File: src/rtl/merge_out_packer.sv
// Packs P-record beats from the merger output FIFO into memory-width lines,
// tags each line with its byte address, and pads the final partial line with
// all-ones sentinel records. A fill register feeds an output register so a
// new line can be assembled while the previous one waits on the write channel.
module merge_out_packer #(
  parameter int unsigned DATA_WIDTH = 32,
  parameter int unsigned P          = 8,
  parameter int unsigned LINE_WIDTH = 512,
  parameter int unsigned ADDR_WIDTH = 64
) (
  input  logic                    i_clk,
  input  logic                    i_rst,
  input  logic                    i_start,
  input  logic [ADDR_WIDTH-1:0]   i_base_addr,
  input  logic [31:0]             i_num_beats,
  input  logic [P*DATA_WIDTH-1:0] i_data,
  input  logic                    i_valid,
  output logic                    o_ready,
  output logic [LINE_WIDTH-1:0]   o_line,
  output logic                    o_line_valid,
  output logic [ADDR_WIDTH-1:0]   o_addr,
  input  logic                    i_line_ready,
  output logic                    o_busy,
  output logic                    o_done
);

  localparam int unsigned BeatW = P * DATA_WIDTH;
  localparam int unsigned BEATS = LINE_WIDTH / BeatW;
  localparam int unsigned SlotW = $clog2(BEATS + 1);
  localparam logic [ADDR_WIDTH-1:0] LineBytes = ADDR_WIDTH'(LINE_WIDTH / 8);
  localparam logic [SlotW-1:0]      LastSlot  = SlotW'(BEATS - 1);

  typedef enum logic [1:0] {StIdle, StFill, StFlush, StDone} state_e;

  state_e                  state_q, state_d;
  logic [31:0]             rem_q, rem_d;
  logic [SlotW-1:0]        slot_q, slot_d;
  logic [LINE_WIDTH-1:0]   fill_q, fill_d;
  logic                    full_q, full_d;
  logic [LINE_WIDTH-1:0]   out_line_q, out_line_d;
  logic                    out_valid_q, out_valid_d;
  logic [ADDR_WIDTH-1:0]   out_addr_q, out_addr_d;
  logic [ADDR_WIDTH-1:0]   next_addr_q, next_addr_d;

  logic                    out_free;
  logic                    ready;
  logic                    accept;
  logic                    last_beat;
  logic [LINE_WIDTH-1:0]   merged;
  logic [LINE_WIDTH-1:0]   restart;

  // Slots at or above cnt were never written in this line; fill them with sentinels.
  function automatic logic [LINE_WIDTH-1:0] pad_line(input logic [LINE_WIDTH-1:0] line,
                                                     input logic [SlotW-1:0]      cnt);
    logic [LINE_WIDTH-1:0] res;
    res = line;
    for (int s = 0; s < int'(BEATS); s++) begin
      if (SlotW'(s) >= cnt) res[s*BeatW +: BeatW] = '1;
    end
    return res;
  endfunction

  // Handshake terms and the candidate line images built from the incoming beat.
  always_comb begin
    out_free  = !out_valid_q || i_line_ready;
    ready     = (state_q == StFill) && (rem_q != '0) && (!full_q || out_free);
    accept    = i_valid && ready;
    last_beat = (rem_q == 32'd1);
    merged    = fill_q;
    for (int s = 0; s < int'(BEATS); s++) begin
      if (SlotW'(s) == slot_q) merged[s*BeatW +: BeatW] = i_data;
    end
    // Beat landing in slot 0 of a fill register that is being emptied this cycle.
    restart = fill_q;
    restart[BeatW-1:0] = i_data;
  end

  // Datapath and FSM next-state.
  always_comb begin
    state_d     = state_q;
    rem_d       = rem_q;
    slot_d      = slot_q;
    fill_d      = fill_q;
    full_d      = full_q;
    out_line_d  = out_line_q;
    out_valid_d = out_valid_q;
    out_addr_d  = out_addr_q;
    next_addr_d = next_addr_q;

    if (out_valid_q && i_line_ready) out_valid_d = 1'b0;

    if (full_q) begin
      // Completed line waiting; it moves as soon as the output register frees up.
      if (out_free) begin
        out_line_d  = fill_q;
        out_valid_d = 1'b1;
        out_addr_d  = next_addr_q;
        next_addr_d = next_addr_q + LineBytes;
        slot_d      = '0;
        full_d      = 1'b0;
        if (accept) begin
          rem_d  = rem_q - 32'd1;
          slot_d = SlotW'(1);
          fill_d = restart;
          if ((BEATS == 1) || last_beat) begin
            fill_d = pad_line(restart, SlotW'(1));
            full_d = 1'b1;
          end
        end
      end
    end else if (accept) begin
      rem_d = rem_q - 32'd1;
      if ((slot_q == LastSlot) || last_beat) begin
        if (out_free) begin
          // Bypass straight to the output so the line appears one cycle later.
          out_line_d  = pad_line(merged, slot_q + SlotW'(1));
          out_valid_d = 1'b1;
          out_addr_d  = next_addr_q;
          next_addr_d = next_addr_q + LineBytes;
          slot_d      = '0;
        end else begin
          fill_d = pad_line(merged, slot_q + SlotW'(1));
          full_d = 1'b1;
          slot_d = slot_q + SlotW'(1);
        end
      end else begin
        fill_d = merged;
        slot_d = slot_q + SlotW'(1);
      end
    end

    unique case (state_q)
      StIdle, StDone: begin
        if (i_start) begin
          rem_d       = i_num_beats;
          next_addr_d = i_base_addr;
          slot_d      = '0;
          full_d      = 1'b0;
          state_d     = (i_num_beats == '0) ? StFlush : StFill;
        end
      end
      StFill: begin
        if (accept && last_beat) state_d = StFlush;
      end
      StFlush: begin
        // Nothing left in the fill register and the output empties this cycle.
        if (!full_q && out_free) state_d = StDone;
      end
      default: state_d = StIdle;
    endcase
  end

  // State registers with synchronous reset that also discards any partial line.
  always_ff @(posedge i_clk) begin
    if (i_rst) begin
      state_q     <= StIdle;
      rem_q       <= '0;
      slot_q      <= '0;
      fill_q      <= '0;
      full_q      <= 1'b0;
      out_line_q  <= '0;
      out_valid_q <= 1'b0;
      out_addr_q  <= '0;
      next_addr_q <= '0;
    end else begin
      state_q     <= state_d;
      rem_q       <= rem_d;
      slot_q      <= slot_d;
      fill_q      <= fill_d;
      full_q      <= full_d;
      out_line_q  <= out_line_d;
      out_valid_q <= out_valid_d;
      out_addr_q  <= out_addr_d;
      next_addr_q <= next_addr_d;
    end
  end

  // Output mapping.
  always_comb begin
    o_ready      = ready;
    o_line       = out_line_q;
    o_line_valid = out_valid_q;
    o_addr       = out_addr_q;
    o_busy       = (state_q == StFill) || (state_q == StFlush);
    o_done       = (state_q == StDone);
  end

endmodule
File: config.mk
export PLATFORM = sky130hd
export DESIGN_NAME = merge_out_packer
export DESIGN_NICKNAME = d
export VERILOG_FILES = /design/src/rtl/merge_out_packer.sv
export SDC_FILE = /design/constraint.sdc
export NUM_CORES = 2
export LEC_CHECK = 0
export CAP_MARGIN = 10
export CELL_PAD_IN_SITES_DETAIL_PLACEMENT = 2
export CELL_PAD_IN_SITES_GLOBAL_PLACEMENT = 2
export CORE_ASPECT_RATIO = 1.1
export CORE_UTILIZATION = 31
export DETAILED_ROUTE_END_ITERATION = 8
export PLACE_DENSITY_LB_ADDON = 0.1
export SLEW_MARGIN = 0
export SYNTH_ARGS = -nofsm -noshare
export SYNTH_HDL_FRONTEND = slang
export SYNTH_SLANG_ARGS = --single-unit
File: constraint.sdc
create_clock -name i_clk -period 3.3 [get_ports i_clk]
set_input_delay 0.66 -clock i_clk [delete_from_list [all_inputs] [get_ports i_clk]]
set_output_delay 0.66 -clock i_clk [all_outputs]
set_load 0.03 [all_outputs]
Word-level counts from Yosys, hierarchy flattened
Index checks and enable logic that the tools add are counted.
{"block": "totals", "regBits": 1190, "in_bits": 357, "word_cells": 110}
{"block": "classes", "add_sub_neg": 3, "n_lt_le_gt_ge": 2, "n_eq_ne": 13, "muxes": 58, "n_reduce_logical": 24}
{"operator": "$mux 512", "n": 12}
{"operator": "$mux 256", "n": 4}
{"operator": "$mux 64", "n": 10}
{"operator": "$mux 32", "n": 5}
{"operator": "$add 64x7->64 const B", "n": 1}
{"operator": "$eq 32x1->1 const B", "n": 1}
{"operator": "$logic_not 32->1", "n": 1}
{"operator": "$reduce_bool 32->1", "n": 1}
{"operator": "$sub 32x1->32 const B", "n": 1}
{"operator": "$mux 2", "n": 11}
{"operator": "$mux 1", "n": 15}
{"operator": "$logic_and 1x1->1", "n": 6}
{"operator": "$ne 2x2->1 const B", "n": 3}
{"operator": "$pmux 2 s3", "n": 1}
{"operator": "$reduce_and 3->1", "n": 2}
{"operator": "$reduce_and 5->1", "n": 1}
{"operator": "$eq 2x1->1 const B", "n": 2}
{"operator": "$eq 2x2->1 const B", "n": 2}
{"operator": "$ge 1x2->1 const A", "n": 2}
{"operator": "$logic_not 2->1", "n": 2}
{"operator": "$logic_or 1x1->1", "n": 4}
{"operator": "$ne 2x1->1 const B", "n": 2}
{"operator": "$reduce_and 4->1", "n": 1}
{"operator": "$reduce_bool 2->1", "n": 2}
{"operator": "7 further kinds", "n": 8}

Longest topological paths before layout
{"block": "logic_depth", "word_depth": 10, "mapped_depth": 12, "ltp_nobuf": 9}

Least setup slack after synthesis
No wires, ideal clock.
{"block": "synth_path", "kind": "reg-to-reg", "from": "reg rem_q[13]", "to": "reg next_addr_q[24]", "setup_ns": 0.074, "t_arrival_ns": 2.472, "required_time_ns": 3.226, "path_slack_ns": 0.754, "path_stages_with_launch": 10, "synth_period_minus_slack_ns": 2.546, "cell_sequence": "dfxtp_1 or4_4 nor4_4 and4_1 buf_4 o211ai_4 a211o_1 buf_6 or3_1 a31oi_1"}
{"block": "synth_between", "elab_chain_len": 8, "elab_cells_between_ends": 11}
{"element": "start: declaration", "line": "36", "text": "logic [31:0] rem_q, rem_d;"}
{"element": "start signal: assignment", "line": "167", "text": "rem_q <= rem_d;"}
{"element": "$reduce_bool 32->1", "line": "66", "text": "ready = (state_q == StFill) && (rem_q != '0) && (!full_q || out_free);"}
{"element": "$logic_and 1x1->1 (2 in series)", "line": "66"}
{"element": "$logic_and 1x1->1", "line": "67", "text": "accept = i_valid && ready;"}
{"element": "$mux 64 (*)", "line": "111", "text": "end else if (accept) begin"}
{"element": "$mux 64 (*)", "line": "92", "text": "if (full_q) begin"}
{"element": "$mux 64", "line": "134", "text": "if (i_start) begin"}
{"element": "$mux 64 (*)", "line": "132", "text": "unique case (state_q)"}
{"element": "end signal: assignment", "line": "174", "text": "next_addr_q <= next_addr_d;"}
{"element": "end: declaration", "line": "43", "text": "logic [ADDR_WIDTH-1:0] next_addr_q, next_addr_d;"}
Every way passes the cells marked *; elsewhere a longest branch is shown, timed or not.
A chain may end at the register's enable or synchronous reset.

Worst setup path after layout
{"block": "layout_path", "from": "reg rem_q[12]", "to": "out o_ready"}
{"block": "layout_between", "elab_chain_len": 3}
{"element": "$reduce_bool 32->1", "line": "66"}
{"element": "$logic_and 1x1->1 (2 in series)", "line": "66"}
{"element": "end: declaration", "line": "18", "text": "output logic o_ready,"}
Every way passes these cells.

==> summary by stage <==
Outcome
The run finished with clean final reports.

Power and ir drop
The overall power is 38.8 mW. In this run the static leakage power is 20.0 nW. The proportion of power drawn by the clock network is 0.400. The combinational power share is 0.170. Across the VDD grid, the largest voltage drop is 0.000506 V. The analysis attributes to net switching a power of 11.4 mW. Dividing total power by cell area gives a power density of 634 nW/µm². Internal power comes to 27.4 mW. Of the total power, the share spent switching nets is 0.294.

Of the total power, registers draw 0.431.

Setup path
The launching element type of the critical path is a flop. The number of cells on the worst reg-to-reg path is 9. The endpoint identified for the worst register-to-register timing path is o_line[269]$_SDFFE_PP0P_. The worst register-to-register path begins at rem_q[3]$_SDFF_PP0_. STA puts the critical path data arrival time at 2.54 ns. The largest driver fanout on the critical path is 2. The critical path in this run is classified as reg2out.

The required time of the worst setup path is 2.64 ns. The flop-to-flop setup slack is 0.20 ns. The worst setup path is captured at an output pin.

Hold path
In this run the most critical hold path is launched from i_rst. The end point of the most critical hold path is fill_q[373]$_SDFFE_PP0P_. The kind of path behind the tightest hold check is in2reg. The count of cells along the worst hold path is 2.

Clocking
The longest clock path from root to sink contains 3 buffers. Clock tree synthesis inserted a total of 137 buffers. The clock sink count is 1190.

The clock tree root driver cell is clkbuf_16. The hold buffer count at cts is 0. The clock tree from TritonCTS is built. At the later pin of the worst-skew pair, clock insertion delay measures 0.78 ns.

In this run the number of H-tree levels came out at 4. Clock-pin slew was measured on the worst setup and hold paths at 0.06 ns.

Synth
Of the post-synthesis cell area, the dominant cell type holds 0.529. The summed instance area of the synthesized netlist is 45000 µm². The commonest cells after synthesis are 1190 x dfxtp_1, 694 x nand2_1, 635 x a21oi_1.

The count of flip-flops with a built-in enable after synthesis is 0. The most numerous cell in the Yosys netlist is dfxtp_1. The commonest register cell after synthesis is dfxtp_1. The count of state elements after synthesis is 1190. For this run, the register share of the synthesized area comes to 0.529. The fraction of registers with async set or reset after synthesis is 0. Synthesis produced a netlist whose cell count is 4812. A synthesized cell averages 9.36 µm². After synthesis, the netlist uses 64 different library cells. Ranked by total cell area, the synthesized netlist is headed by dfxtp_1 53%, o221ai_1 10%, a21oi_1 7.1%, o221a_2 6.4%, nand2_1 5.8%. The number of synthesis warnings is 0.

Summed over all instances, the cell type with the most area after synthesis is dfxtp_1. The number of nets in the synthesized netlist is 5178.

Placement
At the end of routability-driven placement, the weighted congestion stood at 0.807. OpenSTA, run right after detailed placement, puts the worst setup slack at 0.0983 ns. Summed over all nets, the half-perimeter wirelength after detailed placement is 134 mm. Port buffering added 936 buffers. The total placed instance area is 56600 µm². The count of placed standard cells including taps is 7289.

Final layout
In the final layout, flip-flops and latches occupy 23800 µm². The design area is 61200 µm². The area of combinational cells with multiple inputs is 18900 µm². Of the cells placed in the final design, the portion with a size suffix greater than 1 is 0.113. The area added between synthesis and finish is 36.0%. The finished layout holds 7553 standard cells, fillers aside. The final layout contains 5876 nets. The utilization of the core after routing is 0.425. Counting the fill cells in the layout gives 15208.

GRT
The total congestion overflow after global routing is 0. Across every metal layer, demand over resource in global routing totals 0.269. The number of antenna violations at the first check in global routing is 49.

Entering global routing, the biggest net connects 194 pins. The number of global-route vias before repair is 45032. For this run, global-route usage on met1 was measured as 0.341. The global routing met3 resource utilization is 0.0601. The wire length of the first global-routing pass is 302 mm. The most crowded layer after global routing is met2.

In the global route stage, met2 resource usage came out at 0.441.

STA
The maximum clock rate is 0.312 GHz. The number of max-slew violations in the final report came to 0. Setup violations remaining at the end of the flow were counted as 0. Final hold analysis gives a worst-case slack of 0.264 ns. The normalized max-slew margin is 0.245. At the pin with the least slew margin, the transition time is 1.13 ns. The final number of hold-violating endpoints is 0. The fraction of the cycle the final worst path needs is 0.971. The worst setup slack after layout is 0.0972 ns.

The clock tree skew after final layout is 0.0314 ns. Setup repair after global routing left no endpoint under its margin. The clock period minus worst slack is 3.20 ns. The final setup TNS is 0 ns.

Drt
The first detailed-routing pass ran for 5 iterations. Summing over every cut layer, the via total after detailed routing is 43544. After detailed routing, the average wire length per cell comes to 27.2 µm. The count of nets left with antenna violations once routing finished came out at 0. In the routed design, unresolved DRC markers number 0. After detailed routing, the number of vias per cell comes to 5.77.

The routed design has 206 mm of wire. The number of DRC violations after detailed-routing iteration 0 is 2858.

Die
The floorplan step set the die width to 365 µm. The area inside the core boundary is 144000 µm². The die area is 147000 µm². In this run the count of I/O pins placed on the die edge is 937.

In this run the vertical extent of the chip is 402 µm. The floorplan has 146 rows. The initial utilization of the core area, before any placement, comes to 0.312.

Run
The tool flagged a number of max-cap violations equal to 0.
-- repair_timing --
action | CTS | global route
gates resized for setup | 7 | 6
buffers inserted | 5 | 0
pin swaps | 4 | 2
endpoints found under the setup margin | 1 | 117
cloned | 0 | 1
-- registers in the layout (all words and copies together), names as in the netlist --
register	count
o_line	512
state_q	2
rem_q	32
full_q	1
next_addr_q	64
o_addr	64
fill_q	512
o_line_valid	1
slot_q	2
-- critical path, stage by stage (launching register included) --
cell,delay (ns)
dfxtp_2,0.32
or4_4,0.56
nor4_4,0.18
buf_4,0.18
nand4_4,0.09
buf_6,0.14
and3_1,0.18
buf_6,0.15
-- worst max path at each step --
stage / endpoint / from / depth (start not counted)
2_1_floorplan: next_addr_q[24]$_SDFF_PP0_ / rem_q[13]$_SDFF_PP0_ / 9
3_3_place_gp: next_addr_q[40]$_SDFF_PP0_ / rem_q[13]$_SDFF_PP0_ / 8
3_5_place_dp: o_line[269]$_SDFFE_PP0P_ / rem_q[3]$_SDFF_PP0_ / 9
4_1_cts: o_ready / rem_q[3]$_SDFF_PP0_ / 6
5_1_grt: o_ready / rem_q[12]$_SDFF_PP0_ / 7
6_report: o_ready / rem_q[12]$_SDFF_PP0_ / 7
-- power groups by stage --
stage,sequential [mW],clock (mW),combinational (mW)
4_1_cts,16.7,15.9,6.62
6_report,16.7,15.5,6.59
3_5_place_dp,17.0,0,6.51
2_1_floorplan,17.0,0,3.42
3_3_place_gp,16.9,0,6.36
5_1_grt,16.9,16.4,7.03
-- kinds of logic after synthesis --
kind of cell / Yosys count / synth area share
compound gates: 1868 / 0.299
xor+xnor: 49 / 0.00953
fa+ha+maj: 9 / 0.00250
flops: 1190 / 0.529
mux: 3 / 0.000667
simple gates: 1148 / 0.105
buf+inv: 545 / 0.0551
-- placed cells by master, fill, tap and decap left out, drive strengths merged, types with 29 or more instances in the layout --
cell / instances
a21oi: 637
nor2: 296
o21ai: 129
clkdlybuf4s50: 934
inv: 29
or3: 30
dfxtp: 1190
xor2: 29
nand2: 694
a31oi: 37
o221ai: 512
o221a: 256
o22ai: 256
clkbuf: 200
buf: 144
-- cell type report --
type                            count  area share
Timing Repair Buffer             1079       0.188
Inverter                           25     0.00166
Multi-Input combinational cell   3077       0.308
Antenna cell                       21    0.000858
Clock buffer                      199      0.0644
Tap cell                         1924      0.0393
Clock inverter                     38     0.00868
Sequential cell                  1190       0.389
-- per-layer routing --
| metal | vias to the layer above | wire [µm] |
|---|---|---|
| met5 | - | 280 |
| met2 | 1148 | 98500 |
| met4 | 44 | 6830 |
| li1 | 19552 | - |
| met1 | 22502 | 88200 |
| met3 | 298 | 11900 |
Note: power is estimated with default switching activity, not from simulation.
